## src/rtl/mult_accum_pkg.sv

```systemverilog
// ============================================================================
// mult_accum_pkg : shared widths and FSM encoding for mult_accum_unit
// Revision 1.0
// ============================================================================
`default_nettype none

package mult_accum_pkg;

   localparam int OPND_W = 6;
   localparam int PROD_W = 12;
   localparam int ACC_W  = 18;
   localparam int CNT_W  = 7;

   typedef enum logic [1:0] {
      ST_IDLE  = 2'd0,
      ST_ACCUM = 2'd1,
      ST_DRAIN = 2'd2,
      ST_DONE  = 2'd3
   } state_t;

endpackage

`default_nettype wire

```

## src/rtl/unsigned_array_mult.sv

```systemverilog
// ============================================================================
// unsigned_array_mult : combinational 6x6 -> 12 unsigned shift-add array
// Revision 1.0
// ============================================================================
`default_nettype none

module unsigned_array_mult
   import mult_accum_pkg::*;
(
   input  logic [OPND_W-1:0] a,
   input  logic [OPND_W-1:0] b,
   output logic [PROD_W-1:0] p
);

   always_comb begin
      p = '0;
      for (int i = 0; i < OPND_W; i++) begin
         if (b[i]) begin
            p = p + (PROD_W'(a) << i);
         end
      end
   end

endmodule

`default_nettype wire

```

## src/rtl/mult_accum_unit.sv

```systemverilog
// ============================================================================
// mult_accum_unit : blocked multiply-accumulate, two-stage product/add pipe
// Revision 1.0
// ============================================================================
`default_nettype none

module mult_accum_unit
   import mult_accum_pkg::*;
(
   input  logic              clk,
   input  logic              rst_n,
   input  logic              start,
   input  logic [5:0]        blk_len,
   input  logic              in_valid,
   output logic              in_ready,
   input  logic [OPND_W-1:0] a,
   input  logic [OPND_W-1:0] b,
   output logic              out_valid,
   input  logic              out_ready,
   output logic [ACC_W-1:0]  acc_out,
   output logic              busy
);

   state_t             state;
   state_t             state_nx;
   logic [CNT_W-1:0]   n_lat;
   logic [CNT_W-1:0]   cnt;
   logic [PROD_W-1:0]  prod_c;
   logic [PROD_W-1:0]  prod_r;
   logic               prod_vld;
   logic [ACC_W-1:0]   acc;
   logic               xfer;

   unsigned_array_mult u_mult (
      .a (a),
      .b (b),
      .p (prod_c)
   );

   assign in_ready  = (state == ST_ACCUM) && (cnt < n_lat);
   assign xfer      = in_valid && in_ready;
   assign out_valid = (state == ST_DONE);
   assign busy      = (state != ST_IDLE);
   assign acc_out   = acc;

   always_ff @(posedge clk or negedge rst_n) begin
      if (!rst_n) begin
         state <= ST_IDLE;
      end else begin
         state <= state_nx;
      end
   end

   // ACCUM is held one cycle past the Nth transfer so the last product's add
   // lands before DRAIN; DONE therefore appears two edges after that transfer.
   always_comb begin
      state_nx = state;
      unique case (state)
         ST_IDLE:  if (start)          state_nx = ST_ACCUM;
         ST_ACCUM: if (cnt == n_lat)   state_nx = ST_DRAIN;
         ST_DRAIN:                     state_nx = ST_DONE;
         ST_DONE:  if (out_ready)      state_nx = ST_IDLE;
         default:                      state_nx = ST_IDLE;
      endcase
   end

   always_ff @(posedge clk or negedge rst_n) begin
      if (!rst_n) begin
         n_lat    <= '0;
         cnt      <= '0;
         prod_r   <= '0;
         prod_vld <= 1'b0;
         acc      <= '0;
      end else begin
         prod_vld <= xfer;
         if (xfer) begin
            prod_r <= prod_c;
            cnt    <= cnt + CNT_W'(1);
         end
         if (state == ST_IDLE && start) begin
            n_lat <= CNT_W'(blk_len) + CNT_W'(1);
            cnt   <= '0;
            acc   <= '0;
         end else if (prod_vld) begin
            acc <= acc + ACC_W'(prod_r);
         end
      end
   end

endmodule

`default_nettype wire

```

## config.mk

```make
export PLATFORM = sky130hd
export DESIGN_NAME = mult_accum_unit
export DESIGN_NICKNAME = d
export VERILOG_FILES = /design/src/rtl/mult_accum_pkg.sv /design/src/rtl/unsigned_array_mult.sv /design/src/rtl/mult_accum_unit.sv
export SDC_FILE = /design/constraint.sdc
export NUM_CORES = 1
export LEC_CHECK = 0
export ABC_CLOCK_PERIOD_IN_PS = 2700
export CORE_MARGIN = 1.5
export CORE_UTILIZATION = 40
export DETAILED_ROUTE_END_ITERATION = 8
export SKIP_CTS_REPAIR_TIMING = 1
export SLEW_MARGIN = 15
export SYNTH_ARGS = -nofsm -noshare
export SYNTH_HDL_FRONTEND = slang
export SYNTH_SLANG_ARGS = --single-unit
```

## constraint.sdc

```tcl
create_clock -name clk -period 2.7 [get_ports clk]
set_input_delay 0.405 -clock clk [delete_from_list [all_inputs] [get_ports clk]]
set_output_delay 0.405 -clock clk [all_outputs]
set_load 0.02 [all_outputs]
```

==> flow_summary.ini <==
[power_and_ir_drop]
power_mw = 5.07
power_density_mw_per_mm2 = 857
ir_drop_mv = 0.407
p_leak_nw = 2.73

[timing]
fin_ws_ns = -2.58
relSlewSlack_pct = 63.0
rsz0062_at_grt = yes
fin_crit_ns = 5.28
fin_skew_ns = 0.00740
final.period_utilization_pct = 195
tightest_slew_ns = 0.554
slew_violations = 0
finalHoldViolCount = 0
fmax_ghz = 0.189
finalSetupViolCount = 8

[setup_path]
crit_path_max_incr_delay_ns = 0.40
cp-start-kind = input pin
rr_worst_depth = 10
reg2reg_to = acc_out[14]$_DFFE_PN0P_
slowest_stage = fa_2
end_kind = register
path_max_fanout = 4
r2r-start = acc_out[0]$_DFFE_PN0P_
worst_ep_required_time_ns = 2.89
r2r_setup_slack_ns = 0.44
crit_arrival_ns = 5.47
path_class = in -> reg

[yosys]
synthArstFlopShare_pct = 100
syn_nets = 579
synth.most_common_cell = ha_1
synth_top_area_cell = dfrtp_1
yosysSeqAreaShare_pct = 27.1
ys_seq_elements = 47
synth_area_leaders = dfrtp_1 27%, ha_1 16%, a21oi_1 4.8%
synth_edf_count = 0
netlist_instances = 496
synth_top_cells_by_count = 54 x ha_1, 47 x dfrtp_1, 43 x nand2_1
synthDistinctLibCells = 67
ys_warn_count = 0
synth-main-ff-cell = dfrtp_1
synth_top_area_share_pct = 27.1
synth_area_per_cell_um2 = 8.77
synth_area_mm2 = 0.00435

[die]
row_count = 37
io_pins = 44
die_x_um = 107
die_h_um = 107
start_util_pct = 41.7
die-area_mm2 = 0.0115
core_mm2 = 0.0104

[global_routing]
grt.total_usage_pct = 18.8
grt_max_degree = 33
grt.overflow.total = 0
grt_pass1_vias = 3859
antenna_found_initial = 0
grt_pass1_wl_um = 17700

[status]
outcome = complete, but fails checks
violations = negative setup slack

[placement]
placedCellCount = 717
gp_congestion = 0.805
place_area_mm2 = 0.00539
dp_hpwl_um = 8090
io_buffers = 43

[clock_tree]
htree_levels = 2
cts_tree = yes
cts.sinks = 47
numCtsBuffers = 5
root_buffer = clkbuf_8
clock_latency_ns = 0.30
clock_path_buffers = 2
path_clk_slew_ns = 0.09

[flow_run]
drv_cap = 0

[detailed_routing]
postRouteAntennaNets = 0
drt_first_pass_iters = 4
drt_wl_total_um = 10500
viasPerCell = 5.21
vias = 3855
drc = 0
wl_per_cell_um = 14.2
drt_iter0_markers = 127

[layout]
n_antenna_cell = 0
fin_nets = 686
drive_above_1_share_pct = 29.0
finish.utilization_pct = 56.8
design_area_mm2 = 0.00592
n_fill_cell = 956
stdcell_count = 740
area_growth_pct = 36.1

[worst_hold_path]
min_path_type = in -> async
flip-flops by register name, summed over array words and instances, names as in the netlist:
register,flops
prod_vld,1
n_lat,7
prod_r,12
state,2
acc_out,18
cnt,7
logic make-up after synthesis:
| logic type | share of synthesized area (%) |
|---|---|
| xor gates and xnor gates | 7.45 |
| and+or+nand+nor | 17.5 |
| DFF | 27.1 |
| adders and majority gates | 18.3 |
| muxes | 4.63 |
| buffers and inverters | 5.87 |
| AOI/OAI and AO/OA | 19.2 |
metal layers:
layer  wire, um  global-route usage [%]
met1       4850                    24.0
met4        183                    4.19
met3        300                    2.48
met5          0                       0
met2       5210                    33.6
critical path, delay by kind of cell:
kind,cells,cell delay [ns]
adder cells (fa/ha/maj),6,1.68
buffers and inverters,1,0.10
AND/OR/NAND/NOR,9,0.95
XOR/XNOR,3,0.49
AO/OA/AOI/OAI,12,1.82
cell type report:
type	count	area [um2]	share of cell area, %
Inverter	34	128	2.16
Sequential cell	47	1180	19.9
Timing Repair Buffer	118	1010	17.1
Multi-Input combinational cell	397	3300	55.8
Tap cell	136	170	2.88
Clock inverter	2	60.1	1.02
Clock buffer	6	72.6	1.23
cell usage in the layout (no fill, tap or decap), drive strengths merged, types with 2 or more instances in the layout:
master | Yosys | final
buf | 9 | 78
ha | 54 | 54
dfrtp | 47 | 47
a21oi | 44 | 44
nand2 | 43 | 43
nor2 | 42 | 42
clkdlybuf4s50 | 0 | 37
inv | 34 | 34
o21ai | 34 | 34
xnor2 | 24 | 24
nand3 | 15 | 15
mux2i | 13 | 13
xor2 | 13 | 13
a21o | 9 | 9
nor2b | 9 | 9
nand2b | 8 | 8
o211ai | 8 | 8
o21a | 7 | 7
nor3 | 7 | 7
and2 | 7 | 7
fa | 6 | 6
clkbuf | 8 | 6
mux2 | 6 | 6
o31ai | 5 | 5
nand3b | 4 | 4
and3 | 4 | 4
nand4 | 4 | 4
dlymetal6s2s | 0 | 3
a31oi | 3 | 3
o21bai | 3 | 3
a21boi | 3 | 3
o22ai | 2 | 2
bufinv | 0 | 2
o221ai | 2 | 2
a22o | 2 | 2
or3 | 2 | 2
power breakdown:
group / switching (mW) / internal [mW] / total (mW)
logic: 1.62 / 1.62 / 3.24
clock network: 0.235 / 0.370 / 0.605
registers: 0.232 / 0.990 / 1.22
how the worst max path moves through the flow:
| stage | startpoint | to | slack [ns] | cells past startpoint |
|---|---|---|---|---|
| finish | a[1] | prod_r[11]$_DFFE_PN0P_ | -2.58 | 31 |
| global route | a[1] | prod_r[9]$_DFFE_PN0P_ | -2.89 | 31 |
| floorplan | b[0] | prod_r[11]$_DFFE_PN0P_ | -2.79 | 28 |
| global placement | b[0] | prod_r[11]$_DFFE_PN0P_ | -3.42 | 31 |
| CTS | b[0] | prod_r[11]$_DFFE_PN0P_ | -3.24 | 32 |
| detailed placement | b[0] | prod_r[11]$_DFFE_PN0P_ | -3.53 | 32 |
stage by stage:
| step | hold WS [ns] | setup slack [ns] | TNS (ns) |
|---|---|---|---|
| finish | 0.0101 | -2.58 | -16.91 |
| CTS | 0.0137 | -3.24 | -22.37 |
| global placement | 0.337 | -3.42 | -24.41 |
| detailed placement | 0.348 | -3.53 | -25.07 |
| floorplan | 0.109 | -2.79 | -18.75 |
| global route | 0.0173 | -2.89 | -18.95 |
Note: power is estimated with default switching activity, not from simulation.
